[src/rtl/lut_mult_pkg.sv]
// Shared types and sizing helpers for the
// digit-serial LUT multiplier.
package lut_mult_pkg;

  typedef enum logic [1:0] {
    IDLE,
    RUN,
    DONE
  } state_t;

  localparam int PP_W = 4;

  function automatic int ndig(input int w);
    return w / 2;
  endfunction

  function automatic int cnt_w(input int w);
    int n;
    n = w / 2;
    return (n <= 1) ? 1 : $clog2(n);
  endfunction

endpackage

[src/rtl/mult2x2_lut.sv]
// Combinational 2-bit x 2-bit unsigned
// multiplier implemented as a lookup table.
module mult2x2_lut
  import lut_mult_pkg::*;
(
  input  logic [1:0]      i_a,
  input  logic [1:0]      i_b,
  output logic [PP_W-1:0] o_p
);

  always_comb begin
    o_p = '0;
    unique case ({i_a, i_b})
      4'b00_00: o_p = 4'd0;
      4'b00_01: o_p = 4'd0;
      4'b00_10: o_p = 4'd0;
      4'b00_11: o_p = 4'd0;
      4'b01_00: o_p = 4'd0;
      4'b01_01: o_p = 4'd1;
      4'b01_10: o_p = 4'd2;
      4'b01_11: o_p = 4'd3;
      4'b10_00: o_p = 4'd0;
      4'b10_01: o_p = 4'd2;
      4'b10_10: o_p = 4'd4;
      4'b10_11: o_p = 4'd6;
      4'b11_00: o_p = 4'd0;
      4'b11_01: o_p = 4'd3;
      4'b11_10: o_p = 4'd6;
      4'b11_11: o_p = 4'd9;
    endcase
  end

endmodule

[src/rtl/lut_digit_serial_mult.sv]
// Digit-serial WIDTH x WIDTH unsigned multiplier
// that walks all digit pairs through one 2x2 LUT.
module lut_digit_serial_mult
  import lut_mult_pkg::*;
#(
  parameter int WIDTH = 8
) (
  input  logic               clk,
  input  logic               rst,
  input  logic               in_valid,
  output logic               in_ready,
  input  logic [WIDTH-1:0]   in_a,
  input  logic [WIDTH-1:0]   in_b,
  output logic               out_valid,
  input  logic               out_ready,
  output logic [2*WIDTH-1:0] out_p,
  output logic               busy
);

  localparam int NDIG = ndig(WIDTH);
  localparam int CW   = cnt_w(WIDTH);
  localparam int AW   = 2 * WIDTH;
  localparam logic [CW-1:0] LAST = CW'(NDIG - 1);

  state_t           r_state;
  state_t           w_next;
  logic [WIDTH-1:0] r_a;
  logic [WIDTH-1:0] r_b;
  logic [AW-1:0]    r_acc;
  logic [CW-1:0]    r_i;
  logic [CW-1:0]    r_j;

  logic             w_accept;
  logic             w_last;
  logic [1:0]       w_da;
  logic [1:0]       w_db;
  logic [PP_W-1:0]  w_pp;
  logic [CW:0]      w_sum;
  logic [CW+1:0]    w_sh;
  logic [AW-1:0]    w_ext;
  logic [AW-1:0]    w_term;

  assign w_accept = in_valid && (r_state == IDLE);
  assign w_last   = (r_i == LAST) && (r_j == LAST);

  // Shifts rather than indexed selects keep the
  // digit mux legal for every even WIDTH.
  assign w_da = 2'(r_a >> {r_i, 1'b0});
  assign w_db = 2'(r_b >> {r_j, 1'b0});

  mult2x2_lut u_lut (
    .i_a (w_da),
    .i_b (w_db),
    .o_p (w_pp)
  );

  assign w_sum  = {1'b0, r_i} + {1'b0, r_j};
  assign w_sh   = {w_sum, 1'b0};
  assign w_ext  = AW'(w_pp);
  assign w_term = w_ext << w_sh;

  always_ff @(posedge clk or posedge rst) begin
    if (rst) begin
      r_state <= IDLE;
    end else begin
      r_state <= w_next;
    end
  end

  always_comb begin
    w_next = r_state;
    unique case (r_state)
      IDLE: if (w_accept) w_next = RUN;
      RUN:  if (w_last) w_next = DONE;
      DONE: if (out_ready) w_next = IDLE;
      default: w_next = IDLE;
    endcase
  end

  always_ff @(posedge clk or posedge rst) begin
    if (rst) begin
      r_a   <= '0;
      r_b   <= '0;
      r_acc <= '0;
      r_i   <= '0;
      r_j   <= '0;
    end else if (w_accept) begin
      r_a   <= in_a;
      r_b   <= in_b;
      r_acc <= '0;
      r_i   <= '0;
      r_j   <= '0;
    end else if (r_state == RUN) begin
      r_acc <= r_acc + w_term;
      if (r_j == LAST) begin
        r_j <= '0;
        r_i <= r_i + 1'b1;
      end else begin
        r_j <= r_j + 1'b1;
      end
    end
  end

  assign in_ready  = (r_state == IDLE) && !rst;
  assign out_valid = (r_state == DONE);
  assign busy      = (r_state != IDLE);
  assign out_p     = r_acc;

endmodule

[config.mk]
export PLATFORM = sky130hd
export DESIGN_NAME = lut_digit_serial_mult
export DESIGN_NICKNAME = d
export VERILOG_FILES = /design/src/rtl/lut_mult_pkg.sv /design/src/rtl/mult2x2_lut.sv /design/src/rtl/lut_digit_serial_mult.sv
export SDC_FILE = /design/constraint.sdc
export NUM_CORES = 1
export LEC_CHECK = 0
export ABC_AREA = 1
export BUFFER_PORTS_ARGS = -buffer_cell sky130_fd_sc_hd__buf_2
export CAP_MARGIN = 20
export CORE_MARGIN = 2
export CORE_UTILIZATION = 40
export DETAILED_ROUTE_END_ITERATION = 7
export PLACE_DENSITY = 0.7
export RECOVER_POWER = 50
export SETUP_SLACK_MARGIN = 0.3
export SYNTH_ARGS = -nofsm -noshare
export SYNTH_HDL_FRONTEND = slang
export SYNTH_SLANG_ARGS = --single-unit
[constraint.sdc]
create_clock -name clk -period 4.19 [get_ports clk]
set_input_delay 0.838 -clock clk [delete_from_list [all_inputs] [get_ports clk]]
set_output_delay 0.838 -clock clk [all_outputs]
set_load 0.05 [all_outputs]
==> impl_metrics.py, run 1 <==
metrics = {
    "floorplanning": {
        "start_util": 0.4148,
        "row_count": 29,
        "die_extent_in_x_um": 85.15,
        "placeable_area_um2": 6350,
        "die_height_um": 85.15,
        "ios": 39,
        "floorplan.die_area_um2": 7250,
    },
    "pwr": {
        "total_leakage_power_nw": 1.697,
        "internal_power_mw": 1.223,
        "cellPowerDensity_nw_per_um2": 867.7,
        "seq_power_share": 0.242,
        "switching_share": 0.5320,
        "p_clk_frac": 0.123,
        "share_comb_of_total_power": 0.634,
        "p_sw_mw": 1.390,
        "peakVddDrop_mv": 0.4391,
    },
    "outcome": {
        "violations": "capacitance limit, slew limit",
        "outcome": "finished with violations",
    },
    "yosys": {
        "ys_top_cells_by_area": "dfrtp_1 36%, nand2_1 18%, ha_1 9.5%",
        "syn-cell-area_um2": 2634,
        "synth_top_area_share": 0.3610,
        "synthDominantAreaCellType": "dfrtp_1",
        "post_synth_inst_count": 365,
        "mean_post_synth_cell_area_um2": 7.216,
        "postSynthNetCount": 407,
        "synth_cell_type_count": 35,
        "synth_seq_area_share": 0.3610,
        "postSynthRegisterBits": 38,
        "synthesis.yosys.warnings": 0,
    },
    "cts": {
        "worst_skew_late_latency_ns": 0.29,
        "clock-sinks": 38,
        "cts_made_buffers": 5,
        "cts-htree-levels": 2,
        "cts.root.buffer_cell": "clkbuf_8",
        "cts_hold_buffers": 0,
        "post-cts-setup-buffers": 0,
        "clkSlewWorstSetupHoldPaths_ns": 0.08,
        "cts_tree": "yes",
        "post_cts_resized": 0,
        "cts-root-to-sink-buffers": 2,
    },
    "drt": {
        "drt_first_pass_iters": 4,
        "routed_via_density": 5.046,
        "finalWirelength_mm": 5.806,
        "routedWlPerCell_um": 12.05,
        "drc": 0,
        "ant_nets": 0,
        "vias": 2432,
        "detail_route.iter0.violations": 111,
    },
    "grt": {
        "first_global_vias": 2355,
        "initial_antenna_violation_count": 0,
        "grt_use_total": 0.1723,
        "largest_net_degree_at_the_start_of_global_routing": 39,
        "first_pass_grt_wire_length_mm": 10.21,
        "overflow_after_grt": 0,
    },
    "final_layout": {
        "post_route_cells_drive_above_1_share": 0.1580,
        "antenna-diode-count": 0,
        "fin_nets": 447,
        "fillers": 618,
        "syn2layout_area_growth_pct": 14.35,
    },
    "critical_path": {
        "worstPathArrival_ns": 3.59,
        "crit_path_cell_trace": "ha_1 -> fa_1 -> inv_1 -> nand2_1 -> nor2_1 -> ha_1 -> inv_1 -> fa_1 -> nand3b_1 -> nand2_1 -> a21boi_2 -> o21ai_0 -> nand2_1 -> nand2_1 -> a21oi_1 -> o21ai_0 -> nand2_1",
        "crit-reg2reg-launch": "r_i[0]$_DFFE_PP0P_",
        "timing.critical_path.slowest_cell_delay_ns": 0.55,
        "worst-r2r-cell-count": 17,
        "cp.required_ns": 4.37,
        "critical_path_peak_fanout": 7,
        "critPathLaunch": "r_i[0]$_DFFE_PP0P_",
        "critical_path.most_common_cell": "nand2_1",
        "worstPathBufferInverterCount": 2,
        "end_kind": "register",
        "regToRegEndpoint": "out_p[10]$_DFFE_PP0P_",
        "criticalPathCategory": "reg -> reg",
        "cp-start-kind": "register",
        "critPathTopFamily": "adder cells",
        "critical-path-slowest-cell": "fa_1",
        "setup.reg_to_reg.worst_slack_ns": 0.78,
    },
    "sta": {
        "achievable-frequency_mhz": 293.3,
        "holdWs_ns": 0.4855,
        "aggregate_negative_setup_slack_ns": 0,
        "setup_viol_count_final": 0,
        "slew-limit-headroom": -0.3210,
        "layout_worst_path_cycle_share": 0.8138,
        "rsz_0062_raised_after_global_routing": "no",
        "report.final.slew_viol_count": 39,
        "hold_violations": 0,
        "finalWorstPathRequiredPeriod_ns": 3.410,
        "max_slew.worst_pin.slew_ns": 1.981,
        "clock_skew_ns": 0.005120,
    },
    "place": {
        "post-dp-hpwl_mm": 4.480,
        "routabilityCongestion": 0.9405,
        "port_buffers": 38,
    },
    "min_path": {
        "holdCritPathClass": "reg -> reg",
        "worst_hold_path.num_cells": 2,
        "hp-start": "r_b[6]$_DFFE_PP0P_",
        "hold-path-endpoint": "r_b[6]$_DFFE_PP0P_",
    },
    "flow_run": {
        "max_cap_viol_count": 1,
    },
}
worst min-delay path: cells and delay by family (launching register included):
| family | cells | cell delay [ns] |
|---|---|---|
| flops | 1 | 0.34 |
| simple gates | 2 | 0.11 |
worst max-delay path by stage:
stage / end / slack [ns] / depth (start not counted)
floorplan: out_p[10]$_DFFE_PP0P_ / 1.14 / 17
global placement: out_p[10]$_DFFE_PP0P_ / 0.94 / 17
detailed placement: out_p[10]$_DFFE_PP0P_ / 0.83 / 17
CTS: out_p[10]$_DFFE_PP0P_ / 0.81 / 17
global route: out_p[10]$_DFFE_PP0P_ / 0.38 / 21
finish: out_p[10]$_DFFE_PP0P_ / 0.78 / 17
layout make-up:
class,count,area (um2),share of cell area
tap,77,96.34,0.03199
sequential,38,950.9,0.3157
multi-input combinational,279,1500,0.4981
timing repair buffer,39,193.9,0.06440
inverter,42,157.7,0.05235
clock inverter,1,30.03,0.009971
clock buffer,6,82.58,0.02742
per-stage QoR:
step                      instance area [um2]  power (mW)    util  instances  worst slack (ns)
after detailed placement                 2903       2.300  0.4571        475            0.8291
after CTS                                3015       2.631  0.4749        482            0.8145
after global placement                   2903       2.266  0.4571        475            0.9366
after global routing                     3012       2.881  0.4743        482            0.3838
after floorplan                          2634       1.932       -        365             1.136
final                                    3012       2.613  0.4743        482            0.7801
sequential cells by signal, summed over array words and instances, names as in the netlist:
signal / cells
r_b: 8
r_i: 2
r_state: 2
out_p: 16
r_a: 8
r_j: 2
cell families (layout without fill, tap and decap cells):
family	count (synthesis)	in the layout	synth area share
compound gates	67	67	0.1430
flops	38	38	0.3610
xor+xnor	2	2	0.006652
buf+inv	48	88	0.06936
fa+ha+maj	22	22	0.1102
simple gates	188	188	0.3097
routing by layer:
layer  wire length (um)  global-route usage  vias up  part of all wire
li1                   -                   -     1279                 -
met4                 97             0.06349        0             0.017
met1               2810              0.2307     1089              0.48
met3                210             0.03016        9             0.036
met2               2688              0.2798       55              0.46
met5                  0                   0        -                 0
power groups by stage:
| stage | registers, mW | logic, mW | clock network (mW) |
|---|---|---|---|
| after detailed placement | 0.639 | 1.66 | 0 |
| after CTS | 0.633 | 1.66 | 0.334 |
| after global placement | 0.637 | 1.63 | 0 |
| final | 0.633 | 1.66 | 0.323 |
| after floorplan | 0.786 | 1.15 | 0 |
| after global routing | 0.654 | 1.88 | 0.345 |
Yosys cell counts:
library cell  number
nand2_1          126
dfrtp_1           38
inv_1             38
o21ai_0           28
a21oi_1           22
ha_1              20
nand3_1           19
nor2_1            17
nand3_2            6
clkbuf_1           4
inv_2              4
nand2_2            4
o21ai_1            4
and2_1             3
nand4_1            3
nor3_1             3
buf_2              2
fa_1               2
nor2_2             2
o22ai_1            2
o31ai_1            2
or2_2              2
xor2_1             2
a21boi_0           1
a21boi_2           1
a21o_1             1
a22o_1             1
a31oi_1            1
a32o_1             1
nand3b_1           1
nor3b_1            1
nor4_1             1
o21bai_1           1
o21bai_2           1
o32ai_1            1
placed cells by master (no fill, tap or decap), drive strengths merged:
cell type  instances
a21boi             2
a21o               1
a21oi             22
a22o               1
a31oi              1
a32o               1
and2               3
buf               38
bufinv             1
clkbuf             7
dfrtp             38
fa                 2
ha                20
inv               42
nand2            130
nand3             25
nand3b             1
nand4              3
nor2              19
nor3               3
nor3b              1
nor4               1
o21ai             32
o21bai             2
o22ai              2
o31ai              2
o32ai              1
or2                2
xor2               2
(Power assumes the default switching activity.)
==> run 2: changes to the inputs <==
PLACE_DENSITY = 0.73   (was 0.7)
clock period = 2.74 ns   (was 4.19 ns; I/O delays follow)
==> run 2 against run 1 <==
Against the previous run:
- the flow finishes with violations (capacitance limit, slew limit, setup timing)
- cell area up 38%
- maximum frequency up 8.6%
- via count up 24%
- sequential share of layout area down 8.7 points
- critical path depth unchanged
- clock-buffer cell count unchanged
- global-route usage up 5.4 points
- final cell count up 17%
- register-to-register slack worse by 1.2 ns
- critical path type unchanged
==> impl_metrics.py, run 2 (same netlist as run 1, synthesis figures left out) <==
metrics = {
    "floorplanning": {
        "start_util": 0.4148,
        "placeable_area_um2": 6350,
        "die_height_um": 85.15,
        "row_count": 29,
        "die_extent_in_x_um": 85.15,
        "floorplan.die_area_um2": 7250,
        "ios": 39,
    },
    "sta": {
        "clock_skew_ns": 0.01182,
        "layout_worst_path_cycle_share": 1.146,
        "hold_violations": 0,
        "finalWorstPathRequiredPeriod_ns": 3.140,
        "postLayoutSetupSlackWorst_ns": -0.3999,
        "rsz_0062_raised_after_global_routing": "yes",
        "report.final.slew_viol_count": 39,
        "slew-limit-headroom": -0.3490,
        "achievable-frequency_mhz": 318.5,
        "max_slew.worst_pin.slew_ns": 2.023,
        "setup_viol_count_final": 13,
    },
    "final_layout": {
        "mostFrequentLayoutCells": "105 x nand2_1, 72 x buf_4, 38 x buf_2",
        "syn2layout_area_growth_pct": 58.34,
        "mostFrequentLayoutCell": "nand2_1",
        "antenna-diode-count": 0,
        "fin_nets": 529,
        "post_route_cells_drive_above_1_share": 0.4723,
        "fillers": 480,
        "flip_flop_count_of_the_largest_register_all_copies_and_words_added": 16,
        "layout.cell_area.non_filler_um2": 4170,
    },
    "critical_path": {
        "worst-r2r-cell-count": 17,
        "crit_path_cell_trace": "ha_4 -> fa_2 -> inv_2 -> nand2_2 -> nor2_2 -> ha_2 -> inv_2 -> fa_2 -> nand3b_1 -> nand2_2 -> a21boi_2 -> o21ai_2 -> nand2_1 -> nand2_2 -> a21oi_2 -> o21ai_1 -> nand2_1",
        "critical_path_peak_fanout": 7,
        "end_kind": "register",
        "criticalPathCategory": "reg -> reg",
        "cp-start-kind": "register",
        "crit-reg2reg-launch": "r_j[0]$_DFFE_PP0P_",
        "regToRegEndpoint": "out_p[10]$_DFFE_PP0P_",
        "cp.required_ns": 2.94,
        "timing.critical_path.slowest_cell_delay_ns": 0.48,
        "setup.reg_to_reg.worst_slack_ns": -0.40,
        "critical-path-slowest-cell": "dfrtp_2",
        "critical_path.most_common_cell": "nand2_2",
        "worstPathArrival_ns": 3.34,
    },
    "flow_run": {
        "max_cap_viol_count": 1,
    },
    "drt": {
        "detail_route.iter0.violations": 161,
        "ant_nets": 0,
        "routedWlPerCell_um": 15.89,
        "vias": 3016,
        "drc": 0,
        "drt_first_pass_iters": 5,
        "finalWirelength_mm": 8.964,
        "routed_via_density": 5.348,
    },
    "cts": {
        "cts-htree-levels": 2,
        "clock-sinks": 38,
        "cts.root.buffer_cell": "clkbuf_8",
        "clkSlewWorstSetupHoldPaths_ns": 0.08,
        "cts_made_buffers": 5,
        "cts_hold_buffers": 0,
        "worst_skew_late_latency_ns": 0.31,
        "cts-root-to-sink-buffers": 2,
        "cts_tree": "yes",
    },
    "place": {
        "post_placement_setup_slack_ns": -0.3198,
        "port_buffers": 38,
        "routabilityCongestion": 0.9286,
        "post-dp-hpwl_mm": 5.057,
        "placed_area_um2": 3361,
    },
    "outcome": {
        "violations": "capacitance limit, slew limit, setup timing",
        "outcome": "finished with violations",
    },
    "grt": {
        "grt_use_total": 0.2261,
        "overflow_after_grt": 0,
        "first_pass_grt_wire_length_mm": 13.11,
        "first_global_vias": 2965,
        "initial_antenna_violation_count": 0,
        "largest_net_degree_at_the_start_of_global_routing": 39,
    },
    "min_path": {
        "worst_hold_path.num_cells": 3,
        "hold-path-endpoint": "r_b[4]$_DFFE_PP0P_",
        "holdCritPathClass": "in -> reg",
        "hp-start": "in_b[4]",
    },
}
run 2: how the worst max path moves through the flow:
stage	from	endpoint	slack [ns]	cells after the start
after detailed placement	r_j[0]$_DFFE_PP0P_	out_p[13]$_DFFE_PP0P_	-0.32	22
after global routing	r_j[0]$_DFFE_PP0P_	out_p[8]$_DFFE_PP0P_	-0.51	16
after CTS	r_j[0]$_DFFE_PP0P_	out_p[13]$_DFFE_PP0P_	-0.17	19
after floorplan	r_j[0]$_DFFE_PP0P_	out_p[10]$_DFFE_PP0P_	-0.05	21
after global placement	r_j[0]$_DFFE_PP0P_	out_p[10]$_DFFE_PP0P_	-0.20	17
final	r_j[0]$_DFFE_PP0P_	out_p[10]$_DFFE_PP0P_	-0.40	17
run 2: final cells by class:
type / count / area [um2] / area share
tap: 77 / 96.34 / 0.02310
clock inverter: 1 / 30.03 / 0.007201
clock buffer: 6 / 82.58 / 0.01980
multi-input combinational: 279 / 2008 / 0.4815
timing repair buffer: 121 / 839.6 / 0.2013
inverter: 42 / 160.2 / 0.03840
sequential: 38 / 953.4 / 0.2286
run 2: routing by layer:
metal,global-route usage,part of all wire
met1,0.2486,0.38
met2,0.4283,0.52
met3,0.03599,0.054
met4,0.09091,0.042
met5,0,0
run 2: critical path: cells and delay by family, from the launching register on:
family | cells | cell delay [ns]
adders and majority gates | 4 | 1.24
AOI/OAI and AO/OA | 4 | 0.36
DFF | 1 | 0.48
buffers and inverters | 2 | 0.15
and+or+nand+nor | 7 | 0.82
run 2: timing repair:
item                                    in CTS  in global routing
pin swaps                                   36                 40
buffers inserted                            16                  9
endpoints found under the setup margin      14                 15
resized for setup                           66                 51
run 2: through the flow:
step           utilization  cells  hold slack, ns  TNS [ns]
5_1_grt             0.6567    564          0.4567    -5.335
6_report            0.6567    564          0.4366    -3.433
3_3_place_gp        0.5293    532          0.4702    -1.436
4_1_cts             0.6077    555          0.3778    -1.557
3_5_place_dp        0.5293    532          0.4687    -2.513
2_1_floorplan            -    365          0.4487  -0.08872
Power of run 2 is not shown: default switching activity piles up to over one toggle a cycle in this logic, so the estimate is an artifact.
